[src/rtl/trng_pkg.sv]
// Shared default constants for the TRNG post-processing blocks.
package trng_pkg;
    localparam int TRNG_WORD_W    = 32;
    localparam int RCT_CUTOFF_DEF = 32;
    localparam int APT_WINDOW_DEF = 1024;
    localparam int APT_CUTOFF_DEF = 840;
    localparam int FIFO_DEPTH_DEF = 8;
endpackage

[src/rtl/trng_word_fifo.sv]
// First-word-fall-through word FIFO; pointers carry one extra wrap bit so
// full and empty are distinguishable without a separate counter.
module trng_word_fifo
    import trng_pkg::*;
#(
    parameter int DEPTH = FIFO_DEPTH_DEF,
    parameter int WIDTH = TRNG_WORD_W
) (
    input  logic                     clk,
    input  logic                     rst,
    input  logic                     flush,
    input  logic                     push,
    input  logic [WIDTH-1:0]         wdata,
    input  logic                     pop,
    output logic [WIDTH-1:0]         rdata,
    output logic [$clog2(DEPTH):0]   level,
    output logic                     full,
    output logic                     empty
);
    localparam int AW = $clog2(DEPTH);

    logic [AW:0]      wr_ptr_r;
    logic [AW:0]      rd_ptr_r;
    logic [WIDTH-1:0] mem_r [DEPTH];
    logic             pop_ok_s;
    logic             push_ok_s;

    assign level     = wr_ptr_r - rd_ptr_r;
    assign full      = (level == (AW+1)'(DEPTH));
    assign empty     = (wr_ptr_r == rd_ptr_r);
    assign rdata     = mem_r[rd_ptr_r[AW-1:0]];
    assign pop_ok_s  = pop && !empty;
    // A full FIFO still accepts a push when a pop frees the head slot.
    assign push_ok_s = push && (!full || pop_ok_s);

    // Pointer update; flush empties the FIFO without touching storage.
    always_ff @(posedge clk or posedge rst) begin
        if (rst) begin
            wr_ptr_r <= '0;
            rd_ptr_r <= '0;
        end else if (flush) begin
            wr_ptr_r <= '0;
            rd_ptr_r <= '0;
        end else begin
            if (push_ok_s) wr_ptr_r <= wr_ptr_r + 1'b1;
            if (pop_ok_s)  rd_ptr_r <= rd_ptr_r + 1'b1;
        end
    end

    // Storage write.
    always_ff @(posedge clk) begin
        if (push_ok_s && !flush) mem_r[wr_ptr_r[AW-1:0]] <= wdata;
    end
endmodule

[src/rtl/trng_conditioner.sv]
// Raw TRNG bit post-processing: RCT/APT health tests, von Neumann debiasing,
// 32-bit word packing and FWFT buffering of the packed words.
module trng_conditioner
    import trng_pkg::*;
#(
    parameter int FIFO_DEPTH = FIFO_DEPTH_DEF,
    parameter int RCT_CUTOFF = RCT_CUTOFF_DEF,
    parameter int APT_WINDOW = APT_WINDOW_DEF,
    parameter int APT_CUTOFF = APT_CUTOFF_DEF
) (
    input  logic                          clk,
    input  logic                          rst,
    input  logic                          enable,
    input  logic                          clear,
    input  logic                          bit_in,
    input  logic                          bit_valid,
    output logic [31:0]                   word_out,
    output logic                          word_valid,
    input  logic                          word_ready,
    output logic [$clog2(FIFO_DEPTH):0]   fifo_level,
    output logic                          rct_fail,
    output logic                          apt_fail,
    output logic                          health_ok,
    output logic [15:0]                   words_dropped
);
    localparam int RW = $clog2(RCT_CUTOFF + 1);
    localparam int WW = $clog2(APT_WINDOW);
    localparam int CW = $clog2(APT_WINDOW + 1);
    localparam int PW = $clog2(TRNG_WORD_W);
    localparam logic [RW-1:0] RCT_MAX  = RW'(RCT_CUTOFF);
    localparam logic [CW-1:0] APT_MAX  = CW'(APT_CUTOFF);
    localparam logic [PW-1:0] PACK_END = PW'(TRNG_WORD_W - 1);

    logic                   seen_bit_r;
    logic                   last_bit_r;
    logic [RW-1:0]          run_len_r;
    logic [WW-1:0]          win_idx_r;
    logic                   ref_bit_r;
    logic [CW-1:0]          apt_cnt_r;
    logic                   pair_half_r;
    logic                   pair_first_r;
    logic [31:0]            shreg_r;
    logic [PW-1:0]          pack_cnt_r;
    logic                   rct_fail_r;
    logic                   apt_fail_r;
    logic                   health_ok_r;
    logic [15:0]            words_dropped_r;

    logic                   accept_s;
    logic [RW-1:0]          run_len_nxt_s;
    logic [CW-1:0]          apt_cnt_nxt_s;
    logic                   rct_trip_s;
    logic                   apt_trip_s;
    logic                   vn_emit_s;
    logic                   word_done_s;
    logic                   alarm_s;
    logic                   new_alarm_s;
    logic                   push_s;
    logic                   drop_s;
    logic                   flush_s;
    logic                   full_s;
    logic                   empty_s;
    logic [31:0]            word_s;

    assign accept_s    = enable && bit_valid && !clear;
    assign alarm_s     = rct_fail_r || apt_fail_r;
    assign new_alarm_s = (rct_trip_s || apt_trip_s) && !alarm_s;
    assign word_s      = {shreg_r[30:0], pair_first_r};
    // Words completed on or after the alarm cycle are discarded, not counted.
    assign push_s      = word_done_s && !alarm_s && !new_alarm_s;
    assign drop_s      = push_s && full_s && !(word_ready && !empty_s);
    assign flush_s     = clear || new_alarm_s;

    // Next-state of health counters, debias emit and word completion.
    always_comb begin
        run_len_nxt_s = run_len_r;
        apt_cnt_nxt_s = apt_cnt_r;
        rct_trip_s    = 1'b0;
        apt_trip_s    = 1'b0;
        vn_emit_s     = 1'b0;
        word_done_s   = 1'b0;
        if (accept_s) begin
            if (!seen_bit_r || (bit_in != last_bit_r)) begin
                run_len_nxt_s = RW'(1);
            end else if (run_len_r != RCT_MAX) begin
                run_len_nxt_s = run_len_r + 1'b1;
            end else begin
                run_len_nxt_s = run_len_r;
            end
            rct_trip_s = (run_len_nxt_s == RCT_MAX);
            if (win_idx_r == '0) begin
                apt_cnt_nxt_s = CW'(1);
            end else if (bit_in == ref_bit_r) begin
                apt_cnt_nxt_s = apt_cnt_r + 1'b1;
            end else begin
                apt_cnt_nxt_s = apt_cnt_r;
            end
            apt_trip_s  = (apt_cnt_nxt_s == APT_MAX);
            vn_emit_s   = pair_half_r && (pair_first_r != bit_in);
            word_done_s = vn_emit_s && (pack_cnt_r == PACK_END);
        end else begin
            run_len_nxt_s = run_len_r;
        end
    end

    // Conditioner state; clear outranks every other update.
    always_ff @(posedge clk or posedge rst) begin
        if (rst) begin
            seen_bit_r      <= 1'b0;
            last_bit_r      <= 1'b0;
            run_len_r       <= '0;
            win_idx_r       <= '0;
            ref_bit_r       <= 1'b0;
            apt_cnt_r       <= '0;
            pair_half_r     <= 1'b0;
            pair_first_r    <= 1'b0;
            shreg_r         <= 32'h0000_0000;
            pack_cnt_r      <= '0;
            rct_fail_r      <= 1'b0;
            apt_fail_r      <= 1'b0;
            health_ok_r     <= 1'b1;
            words_dropped_r <= 16'h0000;
        end else if (clear) begin
            seen_bit_r      <= 1'b0;
            last_bit_r      <= 1'b0;
            run_len_r       <= '0;
            win_idx_r       <= '0;
            ref_bit_r       <= 1'b0;
            apt_cnt_r       <= '0;
            pair_half_r     <= 1'b0;
            pair_first_r    <= 1'b0;
            shreg_r         <= 32'h0000_0000;
            pack_cnt_r      <= '0;
            rct_fail_r      <= 1'b0;
            apt_fail_r      <= 1'b0;
            health_ok_r     <= 1'b1;
            words_dropped_r <= 16'h0000;
        end else if (accept_s) begin
            seen_bit_r  <= 1'b1;
            last_bit_r  <= bit_in;
            run_len_r   <= run_len_nxt_s;
            win_idx_r   <= win_idx_r + 1'b1;
            apt_cnt_r   <= apt_cnt_nxt_s;
            if (win_idx_r == '0) ref_bit_r <= bit_in;
            pair_half_r <= !pair_half_r;
            if (!pair_half_r) pair_first_r <= bit_in;
            if (vn_emit_s) begin
                shreg_r    <= word_s;
                pack_cnt_r <= pack_cnt_r + 1'b1;
            end
            rct_fail_r  <= rct_fail_r || rct_trip_s;
            apt_fail_r  <= apt_fail_r || apt_trip_s;
            health_ok_r <= !(rct_fail_r || rct_trip_s || apt_fail_r || apt_trip_s);
            if (drop_s && (words_dropped_r != 16'hFFFF)) begin
                words_dropped_r <= words_dropped_r + 16'h0001;
            end
        end
    end

    trng_word_fifo #(
        .DEPTH (FIFO_DEPTH),
        .WIDTH (TRNG_WORD_W)
    ) u_fifo (
        .clk   (clk),
        .rst   (rst),
        .flush (flush_s),
        .push  (push_s),
        .wdata (word_s),
        .pop   (word_ready),
        .rdata (word_out),
        .level (fifo_level),
        .full  (full_s),
        .empty (empty_s)
    );

    assign word_valid    = !empty_s;
    assign rct_fail      = rct_fail_r;
    assign apt_fail      = apt_fail_r;
    assign health_ok     = health_ok_r;
    assign words_dropped = words_dropped_r;
endmodule

[config.mk]
export PLATFORM = sky130hd
export DESIGN_NAME = trng_conditioner
export DESIGN_NICKNAME = d
export VERILOG_FILES = /design/src/rtl/trng_pkg.sv /design/src/rtl/trng_word_fifo.sv /design/src/rtl/trng_conditioner.sv
export SDC_FILE = /design/constraint.sdc
export NUM_CORES = 1
export LEC_CHECK = 0
export BUFFER_PORTS_ARGS = -buffer_cell sky130_fd_sc_hd__clkbuf_2
export CAP_MARGIN = 20
export CORE_MARGIN = 2
export CORE_UTILIZATION = 61
export DETAILED_ROUTE_END_ITERATION = 10
export PLACE_DENSITY = 0.79
export SLEW_MARGIN = 15
export SYNTH_ARGS = -nofsm -noshare
export SYNTH_HDL_FRONTEND = slang
export SYNTH_SLANG_ARGS = --single-unit
[constraint.sdc]
create_clock -name clk -period 6.5 [get_ports clk]
set_input_delay 0.975 -clock clk [delete_from_list [all_inputs] [get_ports clk]]
set_output_delay 0.975 -clock clk [all_outputs]
set_load 0.005 [all_outputs]
### Word-level counts from Yosys, hierarchy flattened

Memories as Yosys holds them, arrays and structs flattened.
Index checks and enable logic that the tools add are counted.

* $add $sub $neg: 8
* equal/unequal tests: 11
* multiplexer cells: 49
* reductions and logical operators: 43

Operators by type and width (count)
* two-way mux 31 bit: 3
* two-way mux 11 bit: 5
* two-way mux 16 bit: 3
* two-way mux 6 bit: 5
* two-way mux 1 bit: 24
* two-way mux 10 bit: 2
* adder 16 x 1 -> 16 bit (second input constant): 1
* two-way mux 4 bit: 4
* inequality test 16 bit (second input constant): 1
* two-way mux 5 bit: 3
* logical AND 1 bit: 13
* nonzero test 2 bit: 6
* adder 11 x 1 -> 11 bit (second input constant): 1
* == test 11 x 10 -> 1 bit (second input constant): 1
* adder 10 x 1 -> 10 bit (second input constant): 1
* logical NOT 1 bit: 10
* logical NOT 10 bit: 1
* logical OR 1 bit: 9
* adder 4 x 1 -> 4 bit (second input constant): 2
* AND reduction 2 bit: 4
* adder 6 x 1 -> 6 bit (second input constant): 1
* == test 6 bit (second input constant): 1
* inequality test 6 bit (second input constant): 1
* adder 5 x 1 -> 5 bit (second input constant): 1
* 7 further kinds: 8

* flip-flop bits (word level): 95
* memory bits (writable): 256
* output and inout port bits: 56
* word-level logic and storage cells: 128
* memories kept: 1

Memories
* u_fifo.mem_r: words 8, width 32, read ports 1, clocked after Yosys merged registers in 0, write ports 1, line trng_word_fifo.sv:24 `logic [WIDTH-1:0] mem_r [DEPTH];`

### Longest topological paths before layout

* depth in word-level cells: 16
* gate-level depth with buffers: 12
* depth with buffers taken out: 10

### Cells and area by module

A second synthesis with hierarchy kept.

* cells, all modules: 1021
* area total of the unflattened synthesis: 14716.6 µm²

By module, submodules not included
* trng_word_fifo: instances 1, cells each 509, area each 10206.0 µm², sequential area each 7887.6 µm²
* trng_conditioner: instances 1, cells each 512, area each 4510.6 µm², sequential area each 2178.3 µm²

### Least setup slack after synthesis

Ideal clock, no wire load.

* path kind: input-to-reg
* from: input bit_in
* to: memory u_fifo.mem_r[1][0] (netlist bit) (enable)
* arrival: 5495 ps
* path slack: 504 ps
* stages: 8
* buffers on the path: 2
* cell sequence: buf_6 xor2_2 or4_4 mux2i_4 o2111ai_2 o211ai_2 buf_6 nor4_1

* word-level cells in the longest chain between the ends: 14
* elaborated cells on any way between the ends: 27
* classes of those cells: 5 x eq/ne; 10 x mux; 12 x reduce/logical

RTL lines
* from (decl): line trng_conditioner.sv:15 `input logic bit_in,`
* == test 1 bit or inequality test 1 bit (tied branches): line trng_conditioner.sv:93, trng_conditioner.sv:83
* two-way mux 11 bit or logical OR 1 bit (tied branches): line trng_conditioner.sv:93, trng_conditioner.sv:83
* two-way mux 11 bit or two-way mux 6 bit (tied branches): line trng_conditioner.sv:91, trng_conditioner.sv:83
* two-way mux 11 bit or two-way mux 6 bit (tied branches): line trng_conditioner.sv:82 `if (accept_s) begin`
* == test 11 x 10 -> 1 bit or == test 6 bit (tied branches): line trng_conditioner.sv:98, trng_conditioner.sv:90
* two-way mux 1 bit: line trng_conditioner.sv:82
* logical OR 1 bit: line trng_conditioner.sv:67 `assign new_alarm_s = (rct_trip_s || apt_trip_s) && !alarm_s;`
* logical AND 1 bit: line trng_conditioner.sv:67
* logical NOT 1 bit: line trng_conditioner.sv:70 `assign push_s = word_done_s && !alarm_s && !new_alarm_s;`
* logical AND 1 bit: line trng_conditioner.sv:70
* logical AND 1 bit: line trng_word_fifo.sv:34 `assign push_ok_s = push && (!full || pop_ok_s);`
* logical AND 1 bit *: line trng_word_fifo.sv:52 `if (push_ok_s && !flush) mem_r[wr_ptr_r[AW-1:0]] <= wdata;`
* two-way mux 1 bit *: line trng_word_fifo.sv:52
* two-way mux 1 bit (implied by the code) *: line trng_word_fifo.sv:52
* to (decl): line trng_word_fifo.sv:24

Mark *: on every way between the ends. The rest lies on a longest branch, timed or not. The select of a mux whose other input is x is not followed.

### Worst setup path in the final report

* from: register u_fifo.rd_ptr_r[0]
* to: output word_out[0]

* word-level cells in the longest chain between the ends: 1

RTL lines
* from (decl): line trng_word_fifo.sv:23 `logic [AW:0] rd_ptr_r;`
* from (signal assigned): line trng_word_fifo.sv:46 `if (pop_ok_s) rd_ptr_r <= rd_ptr_r + 1'b1;`
* memory (8 x 32 bit)
* to (decl): line trng_conditioner.sv:17 `output logic [31:0] word_out,`

No other way between the ends.

==> impl_metrics.ini <==
[drt]
vias = 8732
drc = 0
detail_route.vias_per_cell = 6.098
wl_per_cell_um = 21.32
drt_iter0_drc = 727
drt_pre_antenna_iters = 7
detail-route-antenna-nets = 0
wl_um = 30530

[yosys]
synth_top_area_share = 0.5191
postSynthAreaPerCell_um2 = 14.58
synth-seq-cells = 351
synth_largest_area_cell = edfxtp_1
synth-seq-area-share = 0.6797
netlist_area_um2 = 14810
synth_edf_count = 256
synth_warnings = 0
synthTopCellsByArea = edfxtp_1 (52%), dfrtp_1 (16%), mux4_2 (9.7%)
post_synth_inst_count = 1016
netlist-cell-type-count = 71
async_reset_ff_frac = 0.2707
syn_nets = 1037
ys.flop_type = edfxtp_1

[die]
fp.dieArea_um2 = 25540
start_util = 0.6143
die_h_um = 159.8
num_rows = 57
io_pins = 63
die_w_um = 159.8
core_area_um2 = 24110

[timing]
drv_slew = 0
finalClockSkew_ps = 21.14
rsz0062_at_grt = false
max_slew.worst_pin.slew_ps = 907.3
slew_headroom = 0.3951
finalCriticalPeriod_ps = 4002
setup_violations = 0
tns_ps = 0
fmax_mhz = 249.9
hold_viol_final = 0
post-route-period-util = 0.6157

[setup_path]
cp.arrival_ps = 3030
worstSetupPathType = flip-flop to output port
critPathSlowestCell = buf_4
crit_fanout = 47
critPathBufInv = 2
slowest_delay_ps = 780
rrSetupSlack_ps = 2700
crit_required_ps = 5520
crit_family = buffers and inverters
crit_chain = buf_4, mux4_2, nand2_1, nand2_1, clkbuf_2
endpoint_kind = output port
startpoint_type = flip-flop
crit_top_cell = nand2_1

[power_and_ir_drop]
p_sw_uw = 888.8
p_per_area_nw_per_um2 = 271.4
total_power_mw = 4.540
p_comb_frac = 0.013
p_leak_nw = 6.505
ir_worst_vdd_uv = 212.9
pwr-share-clk = 0.460
seqPwrFrac = 0.526
p_int_mw = 3.651
switching_share = 0.1958

[clock_network]
clkTransAtPathRegs_ps = 60
root_buffer = clkbuf_16
holdBufCountCts = 0
cts.sinks = 351
numCtsBuffers = 36
tritoncts = done
clock_latency_ps = 520
htree_levels = 2
cts_resized = 0
cts_setup_buffers = 0
clock_path_buffers = 3

[run]
maxCapViolations = 0

[grt]
grt_overflow = 0
grt_pass1_wl_um = 49400
grt_pass1_vias = 8961
grt_max_degree = 60
track_usage = 0.2497
antenna_found_initial = 0

[layout]
diodes = 0
layout.nets = 1102
drive_gt1_frac = 0.2166
area_growth_pct = 12.93
fin_cells = 1432

[placed_design]
gp_congestion = 0.7909
hpwl_um = 16820
place_inst = 1366
io_buffers = 62

[hold_path]
hold_path_class = flip-flop to flip-flop

[outcome]
status = completed
flip-flops by register name, summed over array words and instances, names as in the netlist:
signal / count
health_ok: 1
u_fifo.rd_ptr_r: 4
apt_fail: 1
rct_fail: 1
last_bit_r: 1
pair_half_r: 1
u_fifo.wr_ptr_r: 4
ref_bit_r: 1
win_idx_r: 10
shreg_r: 31
apt_cnt_r: 11
pair_first_r: 1
pack_cnt_r: 5
words_dropped: 16
u_fifo.mem_r: 256
run_len_r: 6
seen_bit_r: 1
cell type report:
class	count	area [µm²]
multi-input combinational	595	4494
inverter	18	70.07
fill	1583	7382
timing repair buffer	79	457.9
tap	324	405.4
sequential	351	10070
clock buffer	48	1039
clock inverter	17	186.4
cell families after synthesis:
logic type      Yosys count  synth area share
compound gates          122           0.05373
fa+ha+maj                14           0.01234
buf+inv                  70           0.02019
mux                      70            0.1023
flops                   351            0.6797
xor+xnor                 29           0.01867
simple gates            360            0.1130
placed cells by master (no fill, tap or decap), drive strengths merged, types with 2 or more instances in the layout:
master | synthesis | final
a31oi | 2 | 2
edfxtp | 256 | 256
o211ai | 3 | 3
nand3b | 10 | 10
nor4 | 12 | 12
nand2 | 202 | 202
clkinv | 1 | 10
nor2b | 5 | 5
and4 | 4 | 4
and2 | 3 | 3
nor3 | 8 | 8
dfrtp | 94 | 94
bufinv | 0 | 3
or2 | 4 | 4
or3 | 5 | 5
ha | 13 | 13
a2111oi | 2 | 2
a311oi | 2 | 2
xnor2 | 14 | 14
buf | 23 | 18
or4 | 3 | 3
a21bo | 6 | 6
o31ai | 4 | 4
mux2i | 5 | 5
clkinvlp | 0 | 2
a21oi | 68 | 68
a211oi | 2 | 2
a21o | 2 | 2
nand4b | 4 | 4
nor2 | 51 | 51
o21ai | 19 | 19
mux4 | 64 | 64
nand3 | 25 | 25
inv | 17 | 20
xor2 | 15 | 15
nand4 | 9 | 9
clkbuf | 29 | 109
and3 | 11 | 11
cell usage after synthesis, types with 8 or more instances:
library cell	number
inv_1	17
nand3_1	24
nand4_1	8
nand2_1	202
a21oi_1	65
o21ai_0	15
xor2_1	13
nor2_1	51
nor3_1	8
ha_1	13
dfrtp_1	94
edfxtp_1	256
buf_1	14
clkbuf_1	29
and3_1	11
mux4_2	64
xnor2_1	13
nor4_1	11
nand3b_1	10
metal layers:
layer	global-route usage	vias up	part of all wire
met5	0	-	0
met4	0.09541	0	0.033
met3	0.03039	71	0.053
met2	0.4126	329	0.50
met1	0.3476	4411	0.41
li1	-	3921	-
stage by stage:
| stage | setup WS, ps | cell area (µm²) | utilization | hold WS (ps) |
|---|---|---|---|---|
| after floorplan | 503.9 | 14810 | - | 482.3 |
| after global placement | 2247 | 15470 | 0.6418 | 486.6 |
| after detailed placement | 2179 | 15470 | 0.6418 | 516.9 |
| after CTS | 2394 | 16700 | 0.6926 | 524.5 |
| after global routing | 2293 | 16720 | 0.6938 | 566.3 |
| final | 2498 | 16720 | 0.6938 | 520.2 |
path summary, 6_finish.rpt:
| kind | startpoint | end | cells past startpoint |
|---|---|---|---|
| setup / recovery | u_fifo.rd_ptr_r[0] | word_out[0] | 5 |
| max in group asynchronous | rst | u_fifo.rd_ptr_r[0] | 3 |
| hold / removal | words_dropped[14] | words_dropped[14] | 1 |
| setup reg to reg | u_fifo.rd_ptr_r[1] | u_fifo.mem_r[1][28] | 9 |
| hold reg to reg | words_dropped[14] | words_dropped[14] | 1 |
| min in group asynchronous | rst | shreg_r[26] | 2 |
power groups by stage:
stage	clock [mW]	sequential, mW	combinational [mW]
after floorplan	0	2.43	0.0450
after global placement	0	2.44	0.0609
after detailed placement	0	2.44	0.0615
after CTS	2.12	2.39	0.0616
after global routing	2.21	2.39	0.0695
final	2.09	2.39	0.0606
No activity file was read; power rests on OpenSTA's default activity.
